## config.mk

```make
export PLATFORM = sky130hd
export DESIGN_NAME = image_matrix_ctrl
export DESIGN_NICKNAME = d
export VERILOG_FILES = /design/src/rtl/image_pkg.sv /design/src/rtl/valid_delay_line.sv /design/src/rtl/image_matrix_ctrl.sv
export SDC_FILE = /design/constraint.sdc
export NUM_CORES = 1
export LEC_CHECK = 0
export ABC_AREA = 1
export ABC_CLOCK_PERIOD_IN_PS = 4390
export CAP_MARGIN = 20
export CORE_ASPECT_RATIO = 1.4
export CORE_MARGIN = 4
export CORE_UTILIZATION = 60
export DETAILED_ROUTE_END_ITERATION = 8
export GPL_ROUTABILITY_DRIVEN = 0
export PLACE_DENSITY = 0.82
export SETUP_SLACK_MARGIN = 0.15
export SKIP_CTS_REPAIR_TIMING = 1
export SLEW_MARGIN = 20
export SYNTH_ARGS = -nofsm -noshare
export SYNTH_HDL_FRONTEND = slang
export SYNTH_SLANG_ARGS = --single-unit
export TNS_END_PERCENT = 50
```

## constraint.sdc

```tcl
create_clock -name clk -period 4.39 [get_ports clk]
set_input_delay 0.439 -clock clk [delete_from_list [all_inputs] [get_ports clk]]
set_output_delay 0.439 -clock clk [all_outputs]
set_load 0.05 [all_outputs]
```

## src/rtl/image_pkg.sv

```systemverilog
// Shared types and helpers for the 3x3 window frame sequencer.
package image_pkg;

    localparam int COORD_W = 10;

    typedef enum logic [2:0] {
        IDLE,
        ARM,
        ACTIVE,
        FLUSH,
        DONE
    } state_t;

    // Bit positions inside win_edge = {top, bottom, left, right}.
    localparam int EDGE_TOP    = 3;
    localparam int EDGE_BOTTOM = 2;
    localparam int EDGE_LEFT   = 1;
    localparam int EDGE_RIGHT  = 0;

    typedef struct packed {
        logic               valid;
        logic [COORD_W-1:0] x;
        logic [COORD_W-1:0] y;
        logic [3:0]         edges;
    } win_info_t;

    function automatic int clog2(input int value);
        int r;
        r = 0;
        for (int i = 0; i < 32; i++) begin
            if ((1 << r) < value) r++;
        end
        return r;
    endfunction

endpackage

```

## src/rtl/valid_delay_line.sv

```systemverilog
// Fixed-depth shift register with synchronous clear; carries window
// descriptors alongside the generator's internal latency.
module valid_delay_line #(
    parameter int WIDTH = 25,
    parameter int DEPTH = 3
) (
    input  logic             clk,
    input  logic             clr,
    input  logic [WIDTH-1:0] din,
    output logic [WIDTH-1:0] dout
);

    logic [WIDTH-1:0] stage_q [DEPTH];

    // NOTE: sequential state uses non-blocking assignments so every stage
    // samples its predecessor's old value and the shift happens in one edge.
    // NOTE: the stages are cleared explicitly because a clear must drop
    // in-flight windows; this is a handful of flops, not a RAM.
    always_ff @(posedge clk) begin
        if (clr) begin
            for (int i = 0; i < DEPTH; i++) stage_q[i] <= '0;
        end else begin
            stage_q[0] <= din;
            for (int i = 1; i < DEPTH; i++) stage_q[i] <= stage_q[i-1];
        end
    end

    assign dout = stage_q[DEPTH-1];

endmodule

```

## src/rtl/image_matrix_ctrl.sv

```systemverilog
// Frame sequencer for the 3x3 window generator: gates pixels in, pads the
// tail of each frame and tags every window with its center and border flags.
module image_matrix_ctrl
    import image_pkg::*;
#(
    parameter int IMG_HDISP = 640,
    parameter int IMG_VDISP = 480,
    parameter int PIPE_LAT  = 3
) (
    input  logic       clk,
    input  logic       rst,
    input  logic       per_frame_vsync,
    input  logic       per_frame_href,
    input  logic       per_image_clken,
    input  logic [7:0] per_image_gray,
    output logic       gen_clken,
    output logic [7:0] gen_gray,
    output logic       win_valid,
    output logic [9:0] win_x,
    output logic [9:0] win_y,
    output logic [3:0] win_edge,
    output logic       frame_done,
    output logic       frame_abort,
    output logic       busy
);

    localparam int PIX_W = clog2(IMG_HDISP * IMG_VDISP + 1);
    localparam int CNT_W = clog2(IMG_HDISP + 2);
    localparam int DRN_W = clog2(PIPE_LAT + 1);

    localparam logic [PIX_W-1:0]   PIX_LAST  = PIX_W'(IMG_HDISP * IMG_VDISP - 1);
    localparam logic [CNT_W-1:0]   FILL_LEN  = CNT_W'(IMG_HDISP + 1);
    localparam logic [DRN_W-1:0]   DRAIN_LEN = DRN_W'(PIPE_LAT);
    localparam logic [COORD_W-1:0] X_LAST    = COORD_W'(IMG_HDISP - 1);
    localparam logic [COORD_W-1:0] Y_LAST    = COORD_W'(IMG_VDISP - 1);

    state_t state_q, state_d;

    logic               vsync_q;
    logic               vs_rise, vs_fall;
    logic               accept;
    logic               in_frame;
    logic               abort;
    logic               cnt_clr;
    logic               clken_d;
    logic [7:0]         gray_d;

    logic [PIX_W-1:0]   pix_cnt;
    logic [CNT_W-1:0]   flush_cnt;
    logic [DRN_W-1:0]   drain_cnt;
    logic [CNT_W-1:0]   fill_cnt;
    logic [COORD_W-1:0] cx, cy;

    win_info_t          win_in, win_out;

    assign vs_rise  = per_frame_vsync & ~vsync_q;
    assign vs_fall  = ~per_frame_vsync & vsync_q;
    assign accept   = per_image_clken & per_frame_href;
    assign in_frame = (state_q == ACTIVE) || (state_q == FLUSH);
    assign abort    = vs_rise && in_frame;
    assign cnt_clr  = rst || abort || !in_frame;

    always_ff @(posedge clk) begin
        if (rst) state_q <= IDLE;
        else     state_q <= state_d;
    end

    // NOTE: every signal written in a combinational block gets a default
    // first, so no path can leave it unassigned and infer a latch.
    always_comb begin
        state_d = state_q;
        unique case (state_q)
            IDLE:   if (vs_rise) state_d = ARM;
            ARM:    if (vs_fall) state_d = ACTIVE;
            ACTIVE: begin
                if (vs_rise)                            state_d = ARM;
                else if (accept && pix_cnt == PIX_LAST) state_d = FLUSH;
            end
            FLUSH: begin
                if (vs_rise)                                           state_d = ARM;
                else if (flush_cnt == FILL_LEN && drain_cnt == DRAIN_LEN) state_d = DONE;
            end
            DONE:    state_d = vs_rise ? ARM : IDLE;
            default: state_d = IDLE;
        endcase
    end

    always_comb begin
        busy       = 1'b0;
        frame_done = 1'b0;
        clken_d    = 1'b0;
        gray_d     = 8'h00;
        unique case (state_q)
            ARM: busy = 1'b1;
            ACTIVE: begin
                busy    = 1'b1;
                clken_d = accept && !vs_rise;
                if (accept) gray_d = per_image_gray;
            end
            FLUSH: begin
                busy    = 1'b1;
                clken_d = (flush_cnt != FILL_LEN) && !vs_rise;
            end
            DONE:    frame_done = 1'b1;
            default: busy = 1'b0;
        endcase
    end

    // The vsync edge register keeps tracking through reset so a vsync that
    // is already high when reset drops does not look like a fresh edge.
    always_ff @(posedge clk) begin
        vsync_q <= per_frame_vsync;
        if (rst) begin
            gen_clken   <= 1'b0;
            gen_gray    <= 8'h00;
            frame_abort <= 1'b0;
        end else begin
            gen_clken   <= clken_d;
            gen_gray    <= gray_d;
            frame_abort <= abort;
        end
    end

    // Pad clkens first, then PIPE_LAT+1 quiet cycles so DONE follows the last window.
    always_ff @(posedge clk) begin
        if (cnt_clr) begin
            pix_cnt   <= '0;
            flush_cnt <= '0;
            drain_cnt <= '0;
            fill_cnt  <= '0;
            cx        <= '0;
            cy        <= '0;
        end else begin
            if (state_q == ACTIVE && accept) pix_cnt <= pix_cnt + PIX_W'(1);
            if (state_q == FLUSH) begin
                if (flush_cnt != FILL_LEN)        flush_cnt <= flush_cnt + CNT_W'(1);
                else if (drain_cnt != DRAIN_LEN)  drain_cnt <= drain_cnt + DRN_W'(1);
            end
            if (gen_clken) begin
                if (fill_cnt != FILL_LEN) begin
                    fill_cnt <= fill_cnt + CNT_W'(1);
                end else if (cx == X_LAST) begin
                    cx <= '0;
                    cy <= (cy == Y_LAST) ? '0 : cy + COORD_W'(1);
                end else begin
                    cx <= cx + COORD_W'(1);
                end
            end
        end
    end

    always_comb begin
        win_in = '0;
        if (gen_clken && fill_cnt == FILL_LEN) begin
            win_in.valid              = 1'b1;
            win_in.x                  = cx;
            win_in.y                  = cy;
            win_in.edges[EDGE_TOP]    = (cy == '0);
            win_in.edges[EDGE_BOTTOM] = (cy == Y_LAST);
            win_in.edges[EDGE_LEFT]   = (cx == '0);
            win_in.edges[EDGE_RIGHT]  = (cx == X_LAST);
        end
    end

    valid_delay_line #(
        .WIDTH ($bits(win_info_t)),
        .DEPTH (PIPE_LAT)
    ) u_delay (
        .clk  (clk),
        .clr  (rst || abort),
        .din  (win_in),
        .dout (win_out)
    );

    assign win_valid = win_out.valid;
    assign win_x     = win_out.x;
    assign win_y     = win_out.y;
    assign win_edge  = win_out.edges;

endmodule
```

# ---- Word-level counts from Yosys, hierarchy flattened
# Memory sizes are Yosys's and may differ from the RTL's.
# Index checks and enable logic that the tools add are counted.
dict set report totals {
  ram_bits 75
  out_inout_bits 37
  mem_count 1
  in_bits 13
  regBits 75
  elab_cells 90
}
dict set report op_classes {
  n_addsub 6
  reduce_logical 23
  bitwise_logic 12
  n_eq_ne 17
  muxes 20
}
# name words word_bits rd rd_clocked_by_memory_dff write_ports line
set memory_table {}
lappend memory_table {u_delay.stage_q 3 25 3 0 3 valid_delay_line.sv:13} ;# logic [WIDTH-1:0] stage_q [DEPTH];
# cell n
set op_table {}
lappend op_table {{2-to-1 mux 25 bit} 4}
lappend op_table {{adder 10 x 1 -> 10 bit, second input constant} 4}
lappend op_table {{equality test 10 bit, second input constant} 3}
lappend op_table {{logical NOT 10 bit} 2}
lappend op_table {{2-to-1 mux 10 bit} 2}
lappend op_table {{inequality test 10 bit, second input constant} 2}
lappend op_table {{adder 19 x 1 -> 19 bit, second input constant} 1}
lappend op_table {{equality test 19 bit, second input constant} 1}
lappend op_table {{2-to-1 mux 3 bit} 6}
lappend op_table {{case mux 3 bit (5 select lines)} 1}
lappend op_table {{equality test 10 x 9 -> 1 bit, second input constant} 1}
lappend op_table {{logical AND 1 bit} 7}
lappend op_table {{equality test 3 x 2 -> 1 bit, second input constant} 2}
lappend op_table {{2-to-1 mux 1 bit} 6}
lappend op_table {{inequality test 2 bit, second input constant} 3}
lappend op_table {{inequality test 3 bit, second input constant} 2}
lappend op_table {{NOT 1 bit} 6}
lappend op_table {{AND reduction 2 bit} 3}
lappend op_table {{AND reduction 3 bit} 2}
lappend op_table {{OR reduction 3 bit} 2}
lappend op_table {{AND reduction 4 bit} 1}
lappend op_table {{bitwise AND 1 bit} 3}
lappend op_table {{equality test 3 x 1 -> 1 bit, second input constant} 1}
lappend op_table {{equality test 3 bit, second input constant} 1}
lappend op_table {{other kinds (7)} 12}

# ---- Depth between registers and ports, before layout
dict set report depth {
  word_depth 7
  ltp_mapped 11
  mapped_depth_nobuf 11
}

# ---- Modules after synthesis
# From an unflattened synthesis, not the netlist that was laid out.
dict set report hier_totals {
  hier_cells 871
  area_unflattened_um2 6413.7
}
# mod n_inst cells_each area_each_um2 seq_area_each_um2
set modules_own_cells {}
lappend modules_own_cells {image_matrix_ctrl 1 613 4087.7 1501.4}
lappend modules_own_cells {valid_delay_line 1 258 2326.0 1501.4}

# ---- Least setup slack after synthesis
# Ideal clock, no wire load.
dict set report synth_timing {
  path_type {reg2out}
  startpoint {register state_q[1]}
  endpoint {output port frame_done}
  path_slack_ns 2.423
  path_buffers 1
  t_required_ns 3.951
  t_arrival_ns 1.528
  path_stages_with_launch 3
  cell_sequence {dfxtp_1 > buf_2 > nor3_1}
}
dict set report synth_via {
  elab_chain_cells 2
}
# element line
set synth_lines {}
lappend synth_lines {{from (decl)} image_matrix_ctrl.sv:37} ;# state_t state_q, state_d;
lappend synth_lines {{from (signal assigned)} image_matrix_ctrl.sv:65} ;# else state_q <= state_d;
lappend synth_lines {{equality test 3 bit} image_matrix_ctrl.sv:93} ;# unique case (state_q)
lappend synth_lines {{2-to-1 mux 1 bit} image_matrix_ctrl.sv:93}
lappend synth_lines {{to (decl)} image_matrix_ctrl.sv:22} ;# output logic frame_done,
# Every way passes these cells.

# ---- Final worst setup path
dict set report layout_timing {
  startpoint {register state_q[1]}
  endpoint {output port busy}
}
dict set report layout_via {
  elab_chain_cells 3
  elab_cells_between_ends 5
  cone_classes {eq/ne: 3; mux: 1; reduce/logical: 1}
}
# element line
set layout_lines {}
lappend layout_lines {{equality test 3 x 2 -> 1 bit / equality test 3 x 1 -> 1 bit (equally long branches)} image_matrix_ctrl.sv:93}
lappend layout_lines {{OR reduction 3 bit (no line) *} --}
lappend layout_lines {{2-to-1 mux 1 bit *} image_matrix_ctrl.sv:93}
lappend layout_lines {{to (decl)} image_matrix_ctrl.sv:24} ;# output logic busy
# Mark *: on every way between the ends. The rest lies on a longest branch, timed or not.

==> out/qor.yml <==
viasPerCell: 4.940
synth_cells: 818
drive_gt1_frac: 0.07226
fin_crit_sh: 0.5526
overflow: 0
final_antenna_net_count: 0
slowest_delay_ps: 830
dp_worst_setup_slack_ps: 1915
antennaDiodeCount: 0
mappedNetlistArea_sq_um: 6208
slew_viol_final: 0
cts.sinks: 150
multi_input_area_sq_um: 2370
clk_pin_slew_ps: 60
seq_area_sq_um: 3003
synth_cell_types: 35
synth_edf_count: 0
synth_seq_cells: 150
finClkSkew_ps: 6.291
fin_util: 0.7239
num-fill-cells: 747
grt_pass1_wl_mm: 20.29
finalWorstSetupSlack_ps: 1964
rows: 43
power_density_nw_per_um2: 460.5
fin_setup_tns_ps: 0
ys_warn_count: 0
p_leak_nw: 2.705
status: "finished clean"
synth_fp_nets: 841
syn_avg_cell_area_sq_um: 7.590
critPathArrivalTime_ps: 1990
coreArea_sq_um: 10010
yosys_most_used_dff: "dfxtp_1"
async_flop_share: 0
drc: 0
post_drt_wl_per_cell_um: 11.79
clockRootBuffer: "clkbuf_16"
htree_levels: 4
maxCapViolations: 0
antenna_found_initial: 0
crit_slowest_cell: "clkdlybuf4s50_1"
cts_tree: "built"
dieHeight_um: 128.4
numCtsBuffers: 17
grt_setup_unrepaired: "no"
cp_common_cell: "nor2_1"
crit_required_ps: 3950
setup_viol: 0
cp_max_fo: 8
critPathKind: "flip-flop to primary output"
synth_seq_area_share: 0.4837
whs_ps: 403.5
track_usage: 0.2084
areaGrowthSynthToFinish_pct: 16.69
firstDrtPassIters: 5
port_buffers: 49
hold_viol: 0
cp-start-kind: "flip-flop"
die-area_sq_um: 12060
end_kind: "primary output"
final_area_sq_um: 7244
first_global_vias: 4931
worst_pin_slew_ps: 594.7
holdCritPathClass: "flip-flop to flip-flop"
max_freq_mhz: 412.2
fin_nets: 869
cp_cell_sequence: "nor2_1 -> nor2_1 -> clkdlybuf4s50_1"
hpwl_mm: 7.989
vias: 4905
place_area_sq_um: 6588
die_w_um: 93.97
wl_mm: 11.71
clock_latency_ps: 420
drt_iter0_markers: 256
grt_max_degree: 54
initial_utilization: 0.6204
ios: 50
period_needed_ps: 2426
clk_path_buf_depth: 2
slew_headroom: 0.6030
vdd_drop_max_mv: 0.3754
[power by group]
group / internal, mW / leakage, nW / switching, mW
clock: 1.06 / 0.317 / 0.546
combinational: 0.0962 / 1.18 / 0.233
sequential: 1.38 / 1.21 / 0.0226
[cell families after synthesis]
group	Yosys count	synth area share
xor gates and xnor gates	20	0.02821
and+or+nand+nor	378	0.2715
buffers and inverters	187	0.1346
DFF	150	0.4837
AOI/OAI and AO/OA	73	0.06187
adders and majority gates	10	0.02015
[final cells by class]
type                    count  share of cell area
multi-input cells         481              0.3271
repair buffers             50             0.06874
well taps                 135             0.02332
clock buffers              18             0.05924
flip-flops and latches    150              0.4145
clock inverters            13             0.03143
inverters                 146             0.07565
[cells in the mapped netlist, types with 2 or more instances]
master    count  share of area
nand4_1      16          0.016
nand3_1      39          0.031
nor2_4        5         0.0091
o21ai_0      23          0.019
dfxtp_1     150           0.48
inv_1       137          0.083
buf_4        26          0.031
nor3_2        3         0.0048
nand2_4       2         0.0036
inv_2         8         0.0048
nand2_1     136          0.082
nand3b_1      2         0.0024
buf_2        11         0.0089
buf_6         3         0.0054
ha_1         10          0.020
a21oi_1      44          0.035
nor2_2        4         0.0040
nor2_1      137          0.083
nor3_1       21          0.017
xor2_1       19          0.027
and3_1        3         0.0030
nand2_2       5         0.0050
o21ai_1       2         0.0016
[state kept, by name, summed over array words and instances, names as in the netlist, 3 cells and up]
register         flops
u_delay.stage_q     75
pix_cnt             19
cx                  10
cy                  10
fill_cnt            10
flush_cnt           10
gen_gray             8
state_q              3
[routing by layer]
layer  part of all wire  global-route usage  vias up
met5                  0                   0        -
met4              0.024             0.09184        0
met3              0.039             0.05614       29
met2               0.54              0.4023      112
met1               0.40              0.2022     2225
li1                   -                   -     2539
[critical path: cells and delay by family, from the launching register on]
family	cells	cell delay, ps
buffers and inverters	1	830
DFF	1	510
and+or+nand+nor	2	230
[placed cells by master, fill, tap and decap left out, drive strengths merged, types with 4 or more instances in the layout]
cell and count:
a21oi 44, bufinv 6, clkbuf 18, clkdlybuf4s50 49, clkinv 4, dfxtp 150, ha 10, inv 147
nand2 143, nand3 40, nand4 17, nor2 146, nor3 25, o21ai 26, xor2 19
[stage by stage]
step | power, mW | instances
finish | 3.336 | 993
global route | 3.460 | 993
CTS | 3.354 | 993
detailed placement | 1.757 | 962
global placement | 1.749 | 962
floorplan | 1.691 | 818
[final timing paths]
| check | cells past startpoint | start | slack, ps | to |
|---|---|---|---|---|
| hold / removal | 2 | u_delay.stage_q[0][3]$_SDFF_PP0_ | 400 | u_delay.stage_q[0][28]$_SDFF_PP0_ |
| setup reg to reg | 7 | fill_cnt[0]$_SDFFE_PP0P_ | 2310 | u_delay.stage_q[0][3]$_SDFF_PP0_ |
| hold reg to reg | 2 | u_delay.stage_q[0][3]$_SDFF_PP0_ | 400 | u_delay.stage_q[0][28]$_SDFF_PP0_ |
| setup / recovery | 3 | state_q[1]$_SDFFE_PP0P_ | 1960 | busy |
Note: power is estimated with default switching activity, not from simulation.
